[config.mk]
export PLATFORM = sky130hd
export DESIGN_NAME = mmio_frame_sequencer
export DESIGN_NICKNAME = d
export VERILOG_FILES = /design/src/rtl/mmio_map_pkg.sv /design/src/rtl/frame_seq_op_rom.sv /design/src/rtl/mmio_frame_sequencer.sv
export SDC_FILE = /design/constraint.sdc
export NUM_CORES = 1
export LEC_CHECK = 0
export CORE_ASPECT_RATIO = 0.7
export CORE_UTILIZATION = 28
export CTS_CLUSTER_SIZE = 40
export DETAILED_ROUTE_END_ITERATION = 16
export PLACE_DENSITY = 0.47
export RECOVER_POWER = 100
export SLEW_MARGIN = 20
export SYNTH_ARGS = -nofsm -noshare
export SYNTH_HDL_FRONTEND = slang
export SYNTH_SLANG_ARGS = --single-unit
[constraint.sdc]
create_clock -name clock -period 3.3 [get_ports clock]
set_input_delay 0.33 -clock clock [delete_from_list [all_inputs] [get_ports clock]]
set_output_delay 0.33 -clock clock [all_outputs]
set_load 0.01 [all_outputs]
[src/rtl/mmio_map_pkg.sv]
// Shared MMIO map for the frame sequencer: register selectors, register indices,
// the coprocessor base address and the sequencer FSM state type.
package mmio_map_pkg;

  localparam logic [12:0] MMIO_BASE = 13'h1000;

  localparam logic [3:0] SEL_PHYS = 4'd0;
  localparam logic [3:0] SEL_CTRL = 4'd4;
  localparam logic [3:0] SEL_VGA  = 4'd8;
  localparam logic [3:0] SEL_COLL = 4'd12;

  localparam logic [2:0] SPEC_POS    = 3'd0;
  localparam logic [2:0] SPEC_CTRL   = 3'd4;
  localparam logic [2:0] SPEC_COLLIS = 3'd7;

  localparam int OPS_PER_PLAYER = 7;

  typedef enum logic [2:0] {
    ST_IDLE = 3'd0,
    ST_REQ  = 3'd1,
    ST_ADDR = 3'd2,
    ST_WAIT = 3'd3,
    ST_NEXT = 3'd4,
    ST_DONE = 3'd5
  } seq_state_e;

  // Which per-player latch an op reads into or writes out of.
  typedef enum logic [1:0] {
    LAT_POS = 2'd0,
    LAT_COL = 2'd1,
    LAT_CTL = 2'd2
  } lat_sel_e;

  function automatic logic [12:0] mmio_addr(input logic [3:0] sel, input logic [2:0] spec);
    return MMIO_BASE | {2'b00, sel, 7'b000_0000} | {8'h00, spec, 2'b00};
  endfunction

endpackage

[src/rtl/frame_seq_op_rom.sv]
// Combinational op table: op index -> direction, MMIO address and which latch
// supplies write data or receives read data.
module frame_seq_op_rom
  import mmio_map_pkg::*;
(
  input  logic [3:0]  index,
  output logic        is_write,
  output logic [12:0] address,
  output lat_sel_e    src_sel,
  output lat_sel_e    dst_sel
);

  logic       player;
  logic [2:0] op;
  logic [3:0] sel_phys;
  logic [3:0] sel_ctrl;
  logic [3:0] sel_vga;
  logic [3:0] sel_coll;

  always_comb begin
    player   = (index >= 4'd7);
    op       = player ? 3'(index - 4'd7) : index[2:0];
    sel_phys = SEL_PHYS | {3'b000, player};
    sel_ctrl = SEL_CTRL | {3'b000, player};
    sel_vga  = SEL_VGA  | {3'b000, player};
    sel_coll = SEL_COLL | {3'b000, player};
  end

  always_comb begin
    is_write = 1'b0;
    address  = mmio_addr(sel_phys, SPEC_POS);
    src_sel  = LAT_POS;
    dst_sel  = LAT_POS;
    case (op)
      3'd0: begin
        address = mmio_addr(sel_phys, SPEC_POS);
        dst_sel = LAT_POS;
      end
      3'd1: begin
        is_write = 1'b1;
        address  = mmio_addr(sel_coll, SPEC_POS);
        src_sel  = LAT_POS;
      end
      3'd2: begin
        is_write = 1'b1;
        address  = mmio_addr(sel_vga, SPEC_POS);
        src_sel  = LAT_POS;
      end
      3'd3: begin
        address = mmio_addr(sel_coll, SPEC_POS);
        dst_sel = LAT_COL;
      end
      3'd4: begin
        is_write = 1'b1;
        address  = mmio_addr(sel_phys, SPEC_COLLIS);
        src_sel  = LAT_COL;
      end
      3'd5: begin
        address = mmio_addr(sel_ctrl, SPEC_POS);
        dst_sel = LAT_CTL;
      end
      3'd6: begin
        is_write = 1'b1;
        address  = mmio_addr(sel_phys, SPEC_CTRL);
        src_sel  = LAT_CTL;
      end
      default: begin
        is_write = 1'b0;
      end
    endcase
  end

endmodule

[src/rtl/mmio_frame_sequencer.sv]
// Per-frame MMIO bus master: on each frame tick it walks the op table for every
// player, moving position, collision and controller words between peripherals.
module mmio_frame_sequencer
  import mmio_map_pkg::*;
#(
  parameter int READ_WAIT   = 2,
  parameter int WRITE_HOLD  = 1,
  parameter int NUM_PLAYERS = 2
) (
  input  logic        clock,
  input  logic        reset,
  input  logic        enable,
  input  logic        frame_tick,
  output logic        bus_req,
  input  logic        bus_gnt,
  output logic [12:0] address,
  output logic [31:0] wr_data,
  output logic        wren,
  input  logic [31:0] rd_data,
  output logic        busy,
  output logic        frame_done,
  output logic [15:0] frame_count,
  output logic [7:0]  overrun_count,
  output seq_state_e  fsm_state
);

  localparam logic [3:0] LAST_OP    = 4'(OPS_PER_PLAYER * NUM_PLAYERS - 1);
  localparam logic [7:0] READ_LOAD  = 8'(READ_WAIT - 1);
  localparam logic [7:0] WRITE_LOAD = 8'(WRITE_HOLD - 1);

  seq_state_e  state;
  logic [3:0]  op_idx;
  logic [7:0]  wait_cnt;
  logic        pending;
  logic        wren_q;
  logic [31:0] pos_q;
  logic [31:0] col_q;
  logic [31:0] ctl_q;
  logic [31:0] wr_src;
  logic [15:0] frame_cnt;
  logic [7:0]  overrun_cnt;

  logic        rom_is_write;
  logic [12:0] rom_addr;
  lat_sel_e    rom_src;
  lat_sel_e    rom_dst;

  frame_seq_op_rom u_op_rom (
    .index    (op_idx),
    .is_write (rom_is_write),
    .address  (rom_addr),
    .src_sel  (rom_src),
    .dst_sel  (rom_dst)
  );

  always_comb begin
    case (rom_src)
      LAT_COL: wr_src = col_q;
      LAT_CTL: wr_src = ctl_q;
      default: wr_src = pos_q;
    endcase
  end

  // Bus handshake: bus_req is held from REQ until the last op's NEXT; we own the
  // bus only while bus_gnt is high, so wren is gated by the grant combinationally
  // and a lost grant aborts the current op, which is replayed after re-grant.
  assign wren          = wren_q & bus_gnt;
  assign frame_count   = frame_cnt;
  assign overrun_count = overrun_cnt;
  assign fsm_state     = state;

  always_ff @(posedge clock or negedge reset) begin
    if (!reset) begin
      state       <= ST_IDLE;
      op_idx      <= '0;
      wait_cnt    <= '0;
      pending     <= 1'b0;
      wren_q      <= 1'b0;
      pos_q       <= '0;
      col_q       <= '0;
      ctl_q       <= '0;
      bus_req     <= 1'b0;
      address     <= '0;
      wr_data     <= '0;
      busy        <= 1'b0;
      frame_done  <= 1'b0;
      frame_cnt   <= '0;
      overrun_cnt <= '0;
    end else begin
      frame_done <= 1'b0;

      // One tick may wait behind the running frame; any further tick is dropped.
      if (frame_tick && state != ST_IDLE) begin
        if (!pending) begin
          pending <= 1'b1;
        end else if (overrun_cnt != 8'hFF) begin
          overrun_cnt <= overrun_cnt + 8'd1;
        end
      end

      case (state)
        ST_IDLE: begin
          if (frame_tick && enable) begin
            state   <= ST_REQ;
            busy    <= 1'b1;
            bus_req <= 1'b1;
            op_idx  <= '0;
          end
        end

        ST_REQ: begin
          if (bus_gnt) begin
            state <= ST_ADDR;
          end
        end

        ST_ADDR: begin
          if (!bus_gnt) begin
            state <= ST_REQ;
          end else begin
            address  <= rom_addr;
            wr_data  <= wr_src;
            wren_q   <= rom_is_write;
            wait_cnt <= rom_is_write ? WRITE_LOAD : READ_LOAD;
            state    <= ST_WAIT;
          end
        end

        ST_WAIT: begin
          if (!bus_gnt) begin
            wren_q <= 1'b0;
            state  <= ST_REQ;
          end else if (wait_cnt == 8'd0) begin
            if (!rom_is_write) begin
              case (rom_dst)
                LAT_COL: col_q <= rd_data;
                LAT_CTL: ctl_q <= rd_data;
                default: pos_q <= rd_data;
              endcase
            end
            wren_q <= 1'b0;
            state  <= ST_NEXT;
          end else begin
            wait_cnt <= wait_cnt - 8'd1;
          end
        end

        // The op has completed here, so a lost grant only defers the next op.
        ST_NEXT: begin
          if (op_idx == LAST_OP) begin
            state      <= ST_DONE;
            op_idx     <= '0;
            bus_req    <= 1'b0;
            frame_done <= 1'b1;
            frame_cnt  <= frame_cnt + 16'd1;
          end else begin
            op_idx <= op_idx + 4'd1;
            state  <= bus_gnt ? ST_ADDR : ST_REQ;
          end
        end

        ST_DONE: begin
          pending <= 1'b0;
          if (enable && (pending || frame_tick)) begin
            state   <= ST_REQ;
            bus_req <= 1'b1;
            op_idx  <= '0;
          end else begin
            state <= ST_IDLE;
            busy  <= 1'b0;
          end
        end

        default: begin
          state   <= ST_IDLE;
          busy    <= 1'b0;
          bus_req <= 1'b0;
          wren_q  <= 1'b0;
        end
      endcase
    end
  end

endmodule

==> metrics <==
status=finished with violations; failing checks=capacitance limit; TritonRoute pass-1 iters=4; clock slew at reported path FFs=0.07 ns; Power Density=671 nW/µm²; via count=5,464; clock root buffer=clkbuf_16; peak supply drop=0.000324 V; Startpoint Class=flip-flop; H-Tree Depth=4; Synth warnings=0; slew margin rel.=0.915%; P_leak=0.00464 µW; Total Die Area=29,600 µm²; Logic pwr share=25.7%; area share of the leading cell type in the synthesized netlist=55.1%; total congestion overflow=0; Final Hold Violating Endpoints=0; DRT met1 WL=10,300 µm; Worst R2R Setup Slack=0.32 ns; Worst Max-Slew Pin Slew=1.49 ns; Routed Antenna Nets=0; initial antenna violation count=1; Sink Count=178; core area=28,100 µm²; CP Max Fanout=32; top_reg_cell synth=dfrtp_1; critical path class=reg -> reg; async set-or-reset flop fraction in the synthesized netlist=100%; Mapped Cells=697; Final setup viols=0; PortBufs=106; met3 wire len=758 µm; Vias/cell=4.63; IO Count=113; Largest stage delay, worst path=0.49 ns; drt drc=0; Min-Delay Path Class=reg -> reg; worst hold stages=1; switching power total=2160 µW; FILL cells=2,842; Num CTS Buffers=17; Power, Total=6700 µW; CTS tree=built; DIE WIDTH=205 µm; largest net degree at the start of global routing=75; Post-synth EDFFs=0; Slew Viols, Final=0; Max Cap Viol=1; Reg-to-Reg Start=op_idx[1]; period utilization=90.3%; CP arrival=3.23 ns; Die Y=144 µm; cell internal pwr=4540 µW; Hold Startpoint=address[12]; layout cell share with drive strength beyond 1=14.5%; vias in the first global route=5,524; Initial Util=28.8%; Cell Rows=51; synth unique cells=56; ANT cells=0; Clock Skews=0.0118 ns; Tot GR Track Use=14.0%; met2 WL=8100 µm; CTS Buffer Depth=2; uppermost layer routed=met4; NumNets Final=842; sequential area share after synthesis=55.1%; data required time of the worst path=3.55 ns; slowest CP cell=dfrtp_1; Reg power frac=44.3%; Achievable Freq=336 MHz; HPWL after detailed placement=12,300 µm; Critical path origin=op_idx[1]; area of the multi-input gates=3280 µm²; first-pass GRT wire length=31,500 µm; synth top area cells=dfrtp_1 55%, mux2_2 8.4%, mux2_4 5.6%, o21ai_0 4.9%, nand2_1 4.3%; 1st-iter DRT viols=318; area leader, netlist=dfrtp_1; Register Area=4450 µm²; Net Sw Frac=32.3%; hold_ws=0.468 ns; WL final=19,300 µm; syn_area_per_cell=11.6 µm²; cell depth of the worst flop-to-flop path=11; DR WL/cell=16.4 µm; Critical Path, Cell by Cell=ha_1, nand2b_1, nand2b_1, nor2_1, a21oi_1, inv_1, ha_4, a22oi_1, nand2_1, o21ai_0, o21ai_0; GPL Wtd Cong=0.764; worst skew pair latency=0.43 ns; minimum clock period=2.98 ns; Clk pwr share=30.0%; CP endpoint kind=flip-flop; P&R area growth vs syn=23.5%; Syn Std Cell Area=8080 µm²; FF+latch count, synth=178
==> power by group through the flow <==
stage / Clock, µW / Combinational [µW] / Sequential [µW]
2_1_floorplan: 0 / 1050 / 3020
3_3_place_gp: 0 / 1930 / 3020
3_5_place_dp: 0 / 1950 / 3020
4_1_cts: 2080 / 1950 / 2990
5_1_grt: 2170 / 1950 / 3040
6_report: 2010 / 1720 / 2970
==> synthesized netlist by cell type, types with 2 or more instances <==
cell,instances
buf_1,2
nand4_1,4
a31oi_1,4
nor3_1,9
inv_1,11
a21bo_2,2
mux2_2,60
nor2_1,22
or3_1,3
a22oi_1,34
o31ai_1,2
nor3b_1,4
buf_6,6
xor2_1,16
mux2_4,30
nor4_1,2
clkbuf_1,23
and3_1,4
nor2b_1,2
a211oi_1,3
buf_2,6
mux2_1,7
nand2_1,93
nand4b_1,2
nand2b_1,6
a21oi_1,8
buf_4,9
nand3_1,17
xnor2_1,15
a21o_1,2
dfrtp_1,178
o21ai_0,79
ha_1,9
==> metal layers <==
| layer | GRT usage, % | up-vias |
|---|---|---|
| li1 | - | 2644 |
| met1 | 20.7 | 2715 |
| met2 | 20.1 | 93 |
| met3 | 3.40 | 12 |
| met4 | 3.63 | 0 |
| met5 | 0 | - |
==> repair_timing <==
| action | CTS | global route |
|---|---|---|
| endpoints found under the hold margin | 49 | 0 |
| hold buffers | 1 | 0 |
| setup buffers | 0 | 0 |
| setup endpoints to repair | 0 | 31 |
| resized for setup | 0 | 3 |
==> placed cells by master (no fill, tap or decap), types with 8 or more instances in the layout <==
cell / n
xnor2_1: 15
a21oi_1: 8
nand2_1: 93
clkdlybuf4s50_1: 36
nand3_1: 17
nor3_1: 9
mux2_1: 36
dlygate4sd3_1: 70
nor2_1: 23
inv_1: 12
o21ai_0: 79
a22oi_1: 34
xor2_1: 16
clkbuf_16: 17
dfrtp_1: 178
mux2_2: 60
==> cells by family after synthesis <==
group           Yosys count  share of synthesized area (%)
compound gates          145                           11.2
xor+xnor                 31                           3.36
fa+ha+maj                 9                           1.39
buf+inv                  58                           3.76
flops                   178                           55.1
mux                      98                           15.0
other cells               1                         0.0464
simple gates            177                           10.1
==> layout make-up <==
type | count | area share [%]
Inverter | 12 | 0.451
Sequential cell | 178 | 44.6
Clock buffer | 20 | 4.48
Clock inverter | 12 | 1.24
Multi-Input combinational cell | 466 | 32.8
Tap cell | 371 | 4.65
Timing Repair Buffer | 121 | 11.7
==> critical path: cells and delay by family, from the launching register on <==
family / cells / cell delay (ns)
buffers and inverters: 1 / 0.16
AND/OR/NAND/NOR: 4 / 0.52
AO/OA/AOI/OAI: 4 / 0.95
flip-flops: 1 / 0.49
adder cells (fa/ha/maj): 2 / 0.68
==> final timing paths <==
| kind | endpoint |
|---|---|
| worst max register to register | wr_data[28] |
| worst max-delay path | wr_data[28] |
| max in group asynchronous | pos_q[0] |
| worst min register to register | address[12] |
| min in group asynchronous | frame_count[14] |
| worst min-delay path | address[12] |
==> state kept, by name (all words and copies together), names as in the netlist <==
register,count
address,6
bus_req,1
busy,1
col_q,32
ctl_q,32
frame_count,16
frame_done,1
fsm_state,3
op_idx,4
overrun_count,8
pending,1
pos_q,32
wait_cnt,8
wr_data,32
wren_q,1
==> stage by stage <==
step                TNS [ns]  instances  worst slack (ns)  util (%)  cell area (µm²)
finish                     0       1180             0.320      35.5             9980
CTS                        0       1180             0.187      36.0            10100
global placement           0       1147             0.381      34.0             9540
global route         -0.0100       1180           -0.0100      35.5             9980
floorplan                  0        702             0.813         -             8100
detailed placement         0       1147             0.216      34.0             9540
Power figures use the tool's default switching activity.
